## config.mk

```make
export PLATFORM = sky130hd
export DESIGN_NAME = systolic_wb_ctrl_flat
export DESIGN_NICKNAME = d
export VERILOG_FILES = /design/src/rtl/systolic_wb_if.sv /design/src/rtl/systolic_wb_ctrl.sv /design/src/flat_wrapper.sv
export SDC_FILE = /design/constraint.sdc
export NUM_CORES = 1
export LEC_CHECK = 0
export ABC_AREA = 1
export ABC_CLOCK_PERIOD_IN_PS = 7400
export CORE_ASPECT_RATIO = 1.5
export CORE_UTILIZATION = 37
export DETAILED_ROUTE_END_ITERATION = 12
export GPL_TIMING_DRIVEN = 0
export PLACE_DENSITY_LB_ADDON = 0.25
export SLEW_MARGIN = 0
export SYNTH_ARGS = -nofsm -noshare
export SYNTH_HDL_FRONTEND = slang
export SYNTH_SLANG_ARGS = --single-unit
```

## constraint.sdc

```tcl
create_clock -name clk -period 7.4 [get_ports clk]
set_clock_uncertainty 0.15 [all_clocks]
set_input_delay 1.48 -clock clk [delete_from_list [all_inputs] [get_ports clk]]
set_output_delay 1.48 -clock clk [all_outputs]
set_load 0.02 [all_outputs]
```

## src/rtl/systolic_wb_if.sv

```systemverilog
`default_nettype none
// ============================================================================
//  Module      : systolic_wb_if
//  Description : Result stream (valid/ready) and B-region BRAM port bundle
//                for the systolic write-back controller.
//  Revision    : 1.0 - initial release
// ============================================================================
interface systolic_wb_if #(
    parameter int ADDR_W = 32,
    parameter int DATA_W = 64
);
    // Result stream from the array drain
    logic              res_valid;
    logic [DATA_W-1:0] res_data;
    logic              res_ready;

    // B-region BRAM read/write port
    logic [ADDR_W-1:0] addr_rd;
    logic [DATA_W-1:0] bram_rdata;
    logic [ADDR_W-1:0] addr_wr;
    logic [DATA_W-1:0] wdata;
    logic              wen;

    // Controller side
    modport master (
        input  res_valid, res_data, bram_rdata,
        output res_ready, addr_rd, addr_wr, wdata, wen
    );

    // Environment side (array drain + BRAM)
    modport slave (
        output res_valid, res_data, bram_rdata,
        input  res_ready, addr_rd, addr_wr, wdata, wen
    );
endinterface
`default_nettype wire

```

## src/rtl/systolic_wb_ctrl.sv

```systemverilog
`default_nettype none
// ============================================================================
//  Module      : systolic_wb_ctrl
//  Description : Write-back end of the systolic datapath. Buffers result
//                words in a small FIFO, optionally accumulates them lane-wise
//                onto the existing B word, and writes them row-major into the
//                B region of BRAM through a two-stage read/write pipeline.
//  Options     : WB_QMASK_EN - adds q_bits_i; every written lane is masked
//                to its low q_bits bits.
//  Revision    : 1.0 - initial release
// ============================================================================
module systolic_wb_ctrl #(
    parameter int ADDR_W        = 32,
    parameter int DATA_W        = 64,
    parameter int LANE_W        = 16,
    parameter int WORDS_PER_ROW = 2,
    parameter int ROW_STRIDE    = 128,
    parameter int FIFO_DEPTH    = 4
) (
    input  logic              clk,
    input  logic              rst,
    input  logic              start_i,
    input  logic [ADDR_W-1:0] base_addr_b_i,
    input  logic [10:0]       matrix_size_i,
    input  logic              add_en_i,
`ifdef WB_QMASK_EN
    input  logic [4:0]        q_bits_i,
`endif
    systolic_wb_if.master     bus,
    output logic              busy_o,
    output logic              done_o,
    output logic [1:0]        current_state_o
);

    localparam int LANES = DATA_W / LANE_W;
    localparam int PTR_W = $clog2(FIFO_DEPTH);

    typedef enum logic [1:0] {
        S_IDLE  = 2'd0,
        S_RUN   = 2'd1,
        S_FLUSH = 2'd2
    } state_t;

    state_t            state_q, state_d;
    logic              done_q, done_d;

    // Configuration latched on start
    logic [ADDR_W-1:0] base_q;
    logic [31:0]       n_words_q;
    logic              add_en_q;
`ifdef WB_QMASK_EN
    logic [4:0]        q_bits_q;
`endif

    // Progress counters
    logic [31:0]       accepted_q;
    logic [31:0]       popped_q;
    logic [31:0]       row_q;
    logic [31:0]       col_q;

    // Input FIFO; pointers carry one extra bit to tell full from empty
    logic [DATA_W-1:0] fifo_mem_q [FIFO_DEPTH];
    logic [PTR_W:0]    wr_ptr_q;
    logic [PTR_W:0]    rd_ptr_q;

    // Stage-2 (write) registers
    logic              wen_q;
    logic [ADDR_W-1:0] addr_wr_q;
    logic [DATA_W-1:0] res_q;

    logic [PTR_W:0]    w_count;
    logic              w_full;
    logic              w_empty;
    logic              w_ready;
    logic              w_push;
    logic              w_pop;
    logic              w_last_pop;
    logic              w_start;
    logic [31:0]       w_start_nwords;
    logic [ADDR_W-1:0] w_addr_rd;
    logic [DATA_W-1:0] w_wdata;

    assign w_count        = wr_ptr_q - rd_ptr_q;
    assign w_full         = (w_count == (PTR_W+1)'(FIFO_DEPTH));
    assign w_empty        = (w_count == '0);
    assign w_start        = (state_q == S_IDLE) && start_i;
    assign w_start_nwords = 32'(matrix_size_i) * 32'(WORDS_PER_ROW);

    // Never accept beyond the word count of this matrix, so an overrunning
    // producer simply stalls until the next start.
    assign w_ready    = (state_q == S_RUN) && !w_full && (accepted_q < n_words_q);
    assign w_push     = bus.res_valid && w_ready && !rst;
    assign w_pop      = (state_q == S_RUN) && !w_empty;
    assign w_last_pop = w_pop && (popped_q == (n_words_q - 32'd1));

    assign w_addr_rd  = base_q + ADDR_W'(row_q * 32'(ROW_STRIDE)) + ADDR_W'(col_q * 32'd8);

    // Lane-wise add (or pass-through); each lane wraps on its own width
    for (genvar l = 0; l < LANES; l++) begin : g_lane
        logic [LANE_W-1:0] w_sum;
        assign w_sum = res_q[l*LANE_W +: LANE_W]
                     + (add_en_q ? bus.bram_rdata[l*LANE_W +: LANE_W] : '0);
`ifdef WB_QMASK_EN
        logic [LANE_W-1:0] w_mask;
        assign w_mask = LANE_W'((32'd1 << q_bits_q) - 32'd1);
        assign w_wdata[l*LANE_W +: LANE_W] = w_sum & w_mask;
`else
        assign w_wdata[l*LANE_W +: LANE_W] = w_sum;
`endif
    end

    // Reset gates the strobes combinationally so an abort takes effect in
    // the very cycle rst is high.
    assign bus.res_ready   = w_ready && !rst;
    assign bus.addr_rd     = w_addr_rd;
    assign bus.addr_wr     = addr_wr_q;
    assign bus.wen         = wen_q && !rst;
    assign bus.wdata       = (wen_q && !rst) ? w_wdata : '0;
    assign busy_o          = (state_q != S_IDLE) || done_q;
    assign done_o          = done_q;
    assign current_state_o = state_q;

    // FSM state and done pulse registers
    always_ff @(posedge clk) begin
        if (rst) begin
            state_q <= S_IDLE;
            done_q  <= 1'b0;
        end else begin
            state_q <= state_d;
            done_q  <= done_d;
        end
    end

    // FSM next-state: the last pop moves to FLUSH so done lands one cycle
    // after the final write strobe.
    always_comb begin
        state_d = state_q;
        done_d  = 1'b0;
        case (state_q)
            S_IDLE: begin
                if (start_i) begin
                    state_d = (w_start_nwords == 32'd0) ? S_FLUSH : S_RUN;
                end
            end
            S_RUN: begin
                if (w_last_pop) begin
                    state_d = S_FLUSH;
                end
            end
            S_FLUSH: begin
                state_d = S_IDLE;
                done_d  = 1'b1;
            end
            default: begin
                state_d = S_IDLE;
            end
        endcase
    end

    // FIFO storage; contents are don't-care until written
    always_ff @(posedge clk) begin
        if (w_push) begin
            fifo_mem_q[wr_ptr_q[PTR_W-1:0]] <= bus.res_data;
        end
    end

    // Config latch, counters, FIFO pointers and the stage-2 write registers
    always_ff @(posedge clk) begin
        if (rst) begin
            base_q     <= '0;
            n_words_q  <= '0;
            add_en_q   <= 1'b0;
`ifdef WB_QMASK_EN
            q_bits_q   <= 5'd16;
`endif
            accepted_q <= '0;
            popped_q   <= '0;
            row_q      <= '0;
            col_q      <= '0;
            wr_ptr_q   <= '0;
            rd_ptr_q   <= '0;
            wen_q      <= 1'b0;
            addr_wr_q  <= '0;
            res_q      <= '0;
        end else begin
            if (w_start) begin
                base_q     <= base_addr_b_i;
                n_words_q  <= w_start_nwords;
                add_en_q   <= add_en_i;
`ifdef WB_QMASK_EN
                q_bits_q   <= q_bits_i;
`endif
                accepted_q <= '0;
                popped_q   <= '0;
                row_q      <= '0;
                col_q      <= '0;
            end
            if (w_push) begin
                wr_ptr_q   <= wr_ptr_q + 1'b1;
                accepted_q <= accepted_q + 32'd1;
            end
            wen_q <= w_pop;
            if (w_pop) begin
                res_q     <= fifo_mem_q[rd_ptr_q[PTR_W-1:0]];
                rd_ptr_q  <= rd_ptr_q + 1'b1;
                popped_q  <= popped_q + 32'd1;
                addr_wr_q <= w_addr_rd;
                if (col_q == 32'(WORDS_PER_ROW - 1)) begin
                    col_q <= '0;
                    row_q <= row_q + 32'd1;
                end else begin
                    col_q <= col_q + 32'd1;
                end
            end
        end
    end

endmodule
`default_nettype wire

```

## src/flat_wrapper.sv

```systemverilog
// flat-port wrapper written by rule: the top's interface ports become plain ports
module systolic_wb_ctrl_flat 
#(
    parameter int ADDR_W        = 32,
    parameter int DATA_W        = 64,
    parameter int LANE_W        = 16,
    parameter int WORDS_PER_ROW = 2,
    parameter int ROW_STRIDE    = 128,
    parameter int FIFO_DEPTH    = 4
)
  (clk, rst, start_i, base_addr_b_i, matrix_size_i, add_en_i, busy_o, done_o, current_state_o, bus_res_valid, bus_res_data, bus_bram_rdata, bus_res_ready, bus_addr_rd, bus_addr_wr, bus_wdata, bus_wen);
  systolic_wb_if #(.ADDR_W(ADDR_W), .DATA_W(DATA_W)) bus_i ();
  input  logic clk;
  input  logic rst;
  input  logic start_i;
  input  logic [ADDR_W-1:0] base_addr_b_i;
  input  logic [10:0] matrix_size_i;
  input  logic add_en_i;
  output logic busy_o;
  output logic done_o;
  output logic [1:0] current_state_o;
  input wire logic [$bits(bus_i.res_valid)-1:0] bus_res_valid;
  input wire logic [$bits(bus_i.res_data)-1:0] bus_res_data;
  input wire logic [$bits(bus_i.bram_rdata)-1:0] bus_bram_rdata;
  output wire logic [$bits(bus_i.res_ready)-1:0] bus_res_ready;
  output wire logic [$bits(bus_i.addr_rd)-1:0] bus_addr_rd;
  output wire logic [$bits(bus_i.addr_wr)-1:0] bus_addr_wr;
  output wire logic [$bits(bus_i.wdata)-1:0] bus_wdata;
  output wire logic [$bits(bus_i.wen)-1:0] bus_wen;
  assign bus_i.res_valid = bus_res_valid;
  assign bus_i.res_data = bus_res_data;
  assign bus_i.bram_rdata = bus_bram_rdata;
  assign bus_res_ready = bus_i.res_ready;
  assign bus_addr_rd = bus_i.addr_rd;
  assign bus_addr_wr = bus_i.addr_wr;
  assign bus_wdata = bus_i.wdata;
  assign bus_wen = bus_i.wen;
  systolic_wb_ctrl #(.ADDR_W(ADDR_W), .DATA_W(DATA_W), .LANE_W(LANE_W), .WORDS_PER_ROW(WORDS_PER_ROW), .ROW_STRIDE(ROW_STRIDE), .FIFO_DEPTH(FIFO_DEPTH)) u_core (.clk(clk), .rst(rst), .start_i(start_i), .base_addr_b_i(base_addr_b_i), .matrix_size_i(matrix_size_i), .add_en_i(add_en_i), .bus(bus_i), .busy_o(busy_o), .done_o(done_o), .current_state_o(current_state_o));
endmodule
```

==> impl_metrics.csv, run 1 <==
group,metric,value,unit
cts,cts_tree,"yes",
sta,period_needed,6.854,ns
die,ioPinCount,310,
placement,place.gp.congestion,1.009,
sta,whs,0.2875,ns
critical_path,end_kind,"primary output",
critical_path,worst-path-buf-inv,6,
grt,grt_usage,25.69,%
die,dieArea,77300,um2
cts,insertion_delay,0.66,ns
min_path,hp-class,"reg2reg",
grt,antenna_found_initial,16,
cts,clkTransAtPathRegs,0.06,ns
placement,dpl.hpwl,77550,um
route,detail-route-antenna-nets,0,
grt,overflow,0,
sta,rsz0062_at_grt,"no",
logic_synthesis,synth_nets,3883,
placement,io_buffer_count,308,
sta,finalHoldViolCount,0,
logic_synthesis,synth_edf_count,256,
logic_synthesis,syn_area_per_cell,7.907,um2
grt,first_global_vias,25123,
critical_path,cp.depth,9,
logic_synthesis,ys_async_sr_fraction,0,%
route,wirelength,100600,um
cts,hold_buffers,0,
sta,worst_pin_slew,1.302,ns
route,drt_iter0_markers,1892,
critical_path,cp_max_fo,10,
grt,grt_max_degree,27,
pwr,leakage,13.97,nW
placement,pre_cts_slack,0.3774,ns
die,die_h,340.0,um
route,first_pass_iters,6,
logic_synthesis,synthDistinctLibCells,52,
critical_path,crit_path_start,"rst",
pwr,vdd_ir_drop_max,171.9,uV
sta,max_freq,0.1459,GHz
critical_path,worstSetupPathType,"in2out",
logic_synthesis,synth_top_area_share,27.28,%
critical_path,cp_slowest_cell,"clkbuf_1",
cells_and_area,design_area,34790,um2
critical_path,rr_worst_depth,14,
critical_path,worst_ep_arrival_time,5.22,ns
route,drt-met1-wl,37820,um
run,drv_cap,0,
critical_path,crit_path_end,"bus_wdata[62]",
cts,numCtsBuffers,54,
run_status,status,"finished, final reports clean",
cts,post_cts.repair.setup_buffers,0,
critical_path,crit_family,"buffers and inverters",
sta,worst_slack,0.5464,ns
placement,place_area,32790,um2
critical_path,reg2reg_to,"u_core.fifo_mem_q[0][34]$_DFFE_PP_",
cells_and_area,area_growth,23.45,%
cts,cts_sinks,527,
cells_and_area,drive_above_1_share,4.744,%
route,wl_met2,52060,um
grt,grt_pass1_wl,148200,um
route,top_layer_used,"met5",
logic_synthesis,yosysSeqAreaShare,46.53,%
critical_path,crit_chain,"buf_2, inv_1, nand2_1, inv_1, buf_2, clkbuf_1, nand2_1, nor2_1, clkdlybuf4s50_1",
route,vias,26038,
logic_synthesis,ys_ff_latch,527,
die,rows,123,
sta,maxSlewHeadroom,13.22,%
logic_synthesis,synth.area.top_cells,"edfxtp_1 27%, dfxtp_1 19%, nor2_1 8.4%",
sta,setup_viol,0,
logic_synthesis,syn_area,28180,um2
critical_path,reg2reg_slack,3.02,ns
cells_and_area,fin_cells,4986,
critical_path,cp-start-kind,"input port",
sta,fin_crit_sh,92.62,%
critical_path,rr_startpoint,"u_core.rd_ptr_q[1]$_SDFFE_PP0P_",
sta,slew_violations,0,
route,drt-wirelength-per-cell,20.17,um
logic_synthesis,syn_inst,3564,
critical_path,cp.required,5.77,ns
pwr,power.density,223.4,nW/um2
route,viasPerCell,5.222,
die,die_w,227.3,um
cells_and_area,final_nets,4257,
critical_path,slowest_delay,0.80,ns
cts,cts_resized,0,
die,core_area,75260,um2
cts,cts_buffer_depth,3,
route,drc,0,
logic_synthesis,yosysWarningCount,0,
logic_synthesis,netlist.top_cell.by_area,"edfxtp_1",
cts,cts-root-buf,"clkbuf_16",
cts,htreeDepth,2,
placement,dp_cells,4882,
logic_synthesis,synthFlopType,"dfxtp_1",
die,start_util,37.45,%
route,routed-wl-met3,5495,um
## cells by family after synthesis
| kind of cell | after synthesis | synth area share, % |
|---|---|---|
| AND/OR/NAND/NOR | 1636 | 24.39 |
| AO/OA/AOI/OAI | 729 | 13.75 |
| flip-flops | 527 | 46.53 |
| buffers and inverters | 482 | 6.704 |
| adder cells (fa/ha/maj) | 143 | 7.121 |
| XOR/XNOR | 47 | 1.510 |
## tightest hold or removal path: stages (launching register included)
cell,delay (ns)
dfxtp_1,0.31
nand2_1,0.06
nor2_1,0.03
## synth_stat cells, drive strengths merged (10+ instances only)
cell type    n
nand3b      10
fa          29
a31oi       65
buf         48
nor2       639
o211ai      12
o21ai      372
inv        340
nand3      191
nand2      626
dfxtp      271
nor4        24
nor3        69
a21o        10
or2         10
edfxtp     256
nand4       60
clkbuf      94
ha         114
xor2        39
a21oi      238
## metal layers
layer	GRT usage, %	vias to the layer above
met5	0	-
met4	12.36	20
met3	4.040	246
met2	47.07	813
met1	28.47	12215
li1	-	12744
## per-stage QoR
| stage | util [%] | power [mW] | setup TNS, ns |
|---|---|---|---|
| 2_1_floorplan | - | 4.119 | 0 |
| 3_3_place_gp | 43.21 | 4.745 | -319.48 |
| 3_5_place_dp | 43.56 | 4.760 | 0 |
| 4_1_cts | 46.22 | 7.829 | 0 |
| 5_1_grt | 46.23 | 8.079 | 0 |
| 6_report | 46.23 | 7.773 | 0 |
## layout make-up
cell class | count | area [um2]
clock inverter | 39 | 564.3
buffer | 142 | 611.8
inverter | 340 | 1279
antenna | 2 | 5.005
tap | 1000 | 1251
fill | 7424 | 40470
timing repair buffer | 318 | 3321
multi-input combinational | 2555 | 13210
sequential | 527 | 13110
clock buffer | 63 | 1435
## power by group
group	leakage, nW	total, mW	switching (mW)	internal, mW
Clock	0.959	3.08	1.28	1.80
Sequential	4.51	3.28	0.0964	3.18
Combinational	8.51	1.42	0.931	0.486
## cell usage in the layout, fill, tap and decap left out, types with 12 or more instances in the layout
cell type / count
a21oi_1: 237
o21ai_0: 368
ha_1: 114
clkbuf_16: 54
inv_1: 337
nand4_1: 60
o211ai_1: 12
nor2_1: 624
fa_1: 29
nand3_1: 187
nand2_1: 624
dfxtp_1: 271
xor2_1: 39
a31oi_1: 65
nor3_1: 63
clkbuf_1: 97
edfxtp_1: 256
clkdlybuf4s50_1: 308
buf_2: 29
nor4_1: 24
## state kept, by name, indices dropped and copies added (netlist names)
| signal | count |
|---|---|
| u_core.fifo_mem_q | 256 |
| u_core.res_q | 64 |
| u_core.accepted_q | 32 |
| u_core.base_q | 32 |
| u_core.bus.addr_wr | 32 |
| u_core.col_q | 32 |
| u_core.popped_q | 32 |
| u_core.row_q | 25 |
| u_core.n_words_q | 11 |
| u_core.rd_ptr_q | 3 |
| u_core.wr_ptr_q | 3 |
| u_core.current_state_o | 2 |
| u_core.add_en_q | 1 |
| u_core.done_o | 1 |
| u_core.wen_q | 1 |
## how the worst min path moves through the flow
stage                                       start  depth (start not counted)                                 end
2_1_floorplan  u_core.accepted_q[20]$_SDFFE_PP0P_                          2  u_core.accepted_q[20]$_SDFFE_PP0P_
3_3_place_gp   u_core.accepted_q[27]$_SDFFE_PP0P_                          2  u_core.accepted_q[27]$_SDFFE_PP0P_
3_5_place_dp   u_core.accepted_q[27]$_SDFFE_PP0P_                          2  u_core.accepted_q[27]$_SDFFE_PP0P_
4_1_cts        u_core.accepted_q[27]$_SDFFE_PP0P_                          2  u_core.accepted_q[27]$_SDFFE_PP0P_
5_1_grt        u_core.accepted_q[31]$_SDFFE_PP0P_                          2  u_core.accepted_q[31]$_SDFFE_PP0P_
6_report       u_core.accepted_q[27]$_SDFFE_PP0P_                          2  u_core.accepted_q[27]$_SDFFE_PP0P_
No activity file was read; power rests on OpenSTA's default activity.
==> inputs of run 2 (changes only) <==
--- a/config.mk
+++ b/config.mk
@@ -10,8 +10,8 @@
 export CORE_ASPECT_RATIO = 1.5
 export CORE_UTILIZATION = 37
 export DETAILED_ROUTE_END_ITERATION = 12
+export DONT_BUFFER_PORTS = 1
 export GPL_TIMING_DRIVEN = 0
-export PLACE_DENSITY_LB_ADDON = 0.25
 export SLEW_MARGIN = 0
 export SYNTH_ARGS = -nofsm -noshare
 export SYNTH_HDL_FRONTEND = slang
==> impl_metrics.csv, run 2 (synthesis results as in run 1) <==
group,metric,value,unit
critical_path,worstSetupPathType,"in2out",
cts,cts-root-buf,"clkbuf_16",
cts,htreeDepth,2,
grt,overflow,0,
sta,fin_crit_sh,83.15,%
pwr,comb_power_share,15.9,%
die,start_util,37.45,%
cts,clkTransAtPathRegs,0.06,ns
pwr,clkPwrFrac,39.2,%
route,drt_iter0_markers,1640,
critical_path,end_kind,"primary output",
critical_path,worst-path-buf-inv,5,
route,detail-route-antenna-nets,0,
pwr,leakage,12.79,nW
pwr,power.density,234.4,nW/um2
sta,period_needed,6.153,ns
placement,io_buffer_count,0,
pwr,seqPwrFrac,44.9,%
run,drv_cap,0,
cts,post_cts.repair.setup_buffers,0,
sta,rsz0062_at_grt,"no",
critical_path,slowest_delay,0.86,ns
cells_and_area,fillerInstances,7639,
cells_and_area,drive_above_1_share,5.084,%
route,drc,0,
die,die_h,340.0,um
sta,maxSlewHeadroom,7.438,%
route,viasPerCell,5.314,
grt,antenna_found_initial,11,
grt,grt_pass1_wl,144800,um
route,vias,24864,
route,first_pass_iters,5,
cts,cts_resized,0,
critical_path,crit_family,"buffers and inverters",
cells_and_area,largest_register_ffs,256,
placement,dp_cells,4574,
die,die_w,227.3,um
sta,whs,0.2885,ns
run_status,status,"finished, final reports clean",
cells_and_area,final_nets,3950,
critical_path,cp.required,5.77,ns
pwr,swShare,30.43,%
cts,insertion_delay,0.65,ns
critical_path,cp_slowest_cell,"clkbuf_1",
placement,dpl.hpwl,76090,um
grt,first_global_vias,23885,
pwr,p_int,5.151,mW
die,ioPinCount,310,
critical_path,cp_max_fo,10,
route,wirelength,98440,um
cells_and_area,multi_input_area,13210,um2
die,dieArea,77300,um2
die,core_area,75260,um2
cts,hold_buffers,0,
sta,max_freq,0.1625,GHz
cells_and_area,area_growth,12.10,%
grt,grt_max_degree,27,
sta,finalHoldViolCount,0,
grt,grt_usage,25.19,%
die,rows,123,
cells_and_area,regArea,13110,um2
critical_path,crit_chain,"buf_2, inv_1, nand2_1, inv_1, buf_2, clkbuf_1, nand2_1, nor2_1",
cells_and_area,final_cell_mix,"624 x nand2_1, 624 x nor2_1, 368 x o21ai_0",
cts,cts_sinks,527,
min_path,hp-class,"reg2reg",
sta,worst_pin_slew,1.388,ns
pwr,netSwitchingPower,2.253,mW
cells_and_area,fin_cells,4679,
sta,setup_viol,0,
placement,place.gp.congestion,1.002,
sta,slew_violations,0,
critical_path,cp-start-kind,"input port",
cts,cts_tree,"yes",
cts,cts_buffer_depth,3,
route,drt-wirelength-per-cell,21.04,um
cts,numCtsBuffers,55,
pwr,vdd_ir_drop_max,191.3,uV
critical_path,worst_ep_arrival_time,4.52,ns
[run 2: cell types whose count changed in the layout (fill, tap and decap cells not counted), sizes merged]
cell,previous run,this run
inv,348,344
clkdlybuf4s50,308,0
clkbuf,157,163
clkinvlp,8,5
clkinv,12,21
bufinv,11,5
diode,2,1
[run 2: layout make-up]
class                           count  area share (%)
Clock buffer                       69           4.776
Timing Repair Buffer               10          0.7050
Antenna cell                        1        0.007921
Multi-Input combinational cell   2555           41.81
Sequential cell                   527           41.51
Clock inverter                     35           1.248
Tap cell                         1000           3.960
Buffer                            142           1.937
Inverter                          340           4.048
[run 2: worst min-delay path, stage by stage, from the launching register on]
cell,delay (ns)
dfxtp_1,0.31
nand2_1,0.06
nor2_1,0.03
[run 2: power by group through the flow]
| stage | clock, mW | sequential [mW] | combinational (mW) |
|---|---|---|---|
| global route | 3.07 | 3.34 | 1.31 |
| detailed placement | 0 | 3.39 | 1.18 |
| global placement | 0 | 3.39 | 1.17 |
| CTS | 2.96 | 3.33 | 1.19 |
| finish | 2.90 | 3.33 | 1.18 |
| floorplan | 0 | 3.34 | 0.779 |
[run 2: routing by layer]
metal | vias to the layer above | track usage [%] | wire, um
met2 | 756 | 46.80 | 51280
met3 | 202 | 6.121 | 6642
met5 | - | 0 | 103
li1 | 12157 | - | -
met4 | 18 | 10.71 | 4292
met1 | 11731 | 26.53 | 36120
[run 2: final timing paths]
kind                                       from                                  to  slack [ns]  depth (start not counted)
max                                         rst                       bus_wdata[62]        1.25                          8
max reg2reg     u_core.rd_ptr_q[1]$_SDFFE_PP0P_  u_core.fifo_mem_q[0][21]$_DFFE_PP_        3.07                         14
min reg2reg  u_core.accepted_q[28]$_SDFFE_PP0P_  u_core.accepted_q[28]$_SDFFE_PP0P_        0.29                          2
min          u_core.accepted_q[28]$_SDFFE_PP0P_  u_core.accepted_q[28]$_SDFFE_PP0P_        0.29                          2
[run 2: per-stage QoR]
stage	cell area (um2)	total power [mW]	utilization (%)	setup WS [ns]	setup TNS [ns]
2_1_floorplan	28180	4.119	-	1.509	0
3_3_place_gp	29430	4.558	39.11	-1.629	-374.22
3_5_place_dp	29690	4.570	39.45	0.9869	0
4_1_cts	31590	7.472	41.98	0.9856	0
5_1_grt	31590	7.714	41.98	0.9919	0
6_report	31590	7.404	41.98	1.247	0
==> inputs of run 3 (changes only) <==
--- a/config.mk
+++ b/config.mk
@@ -6,7 +6,7 @@
 export NUM_CORES = 1
 export LEC_CHECK = 0
 export ABC_AREA = 1
-export ABC_CLOCK_PERIOD_IN_PS = 7400
+export ABC_CLOCK_PERIOD_IN_PS = 6200
 export CORE_ASPECT_RATIO = 1.5
 export CORE_UTILIZATION = 37
 export DETAILED_ROUTE_END_ITERATION = 12
==> constraint.sdc (replaced) <==
create_clock -name clk -period 6.2 [get_ports clk]
set_clock_uncertainty 0.15 [all_clocks]
set_input_delay 1.24 -clock clk [delete_from_list [all_inputs] [get_ports clk]]
set_output_delay 1.24 -clock clk [all_outputs]
set_load 0.02 [all_outputs]
==> results of run 3 <==
The final DEF is identical to that of run 2. Status: finished, final reports clean.
Among the figures that moved: setup slack after placement 0.9869 ns -> 0.2669 ns; setup slack after layout 1.247 ns -> 0.5272 ns; register-to-register setup slack 3.07 ns -> 1.87 ns; total power 7.404 mW -> 8.838 mW; worst IR drop on VDD 191.3 uV -> 228.4 uV
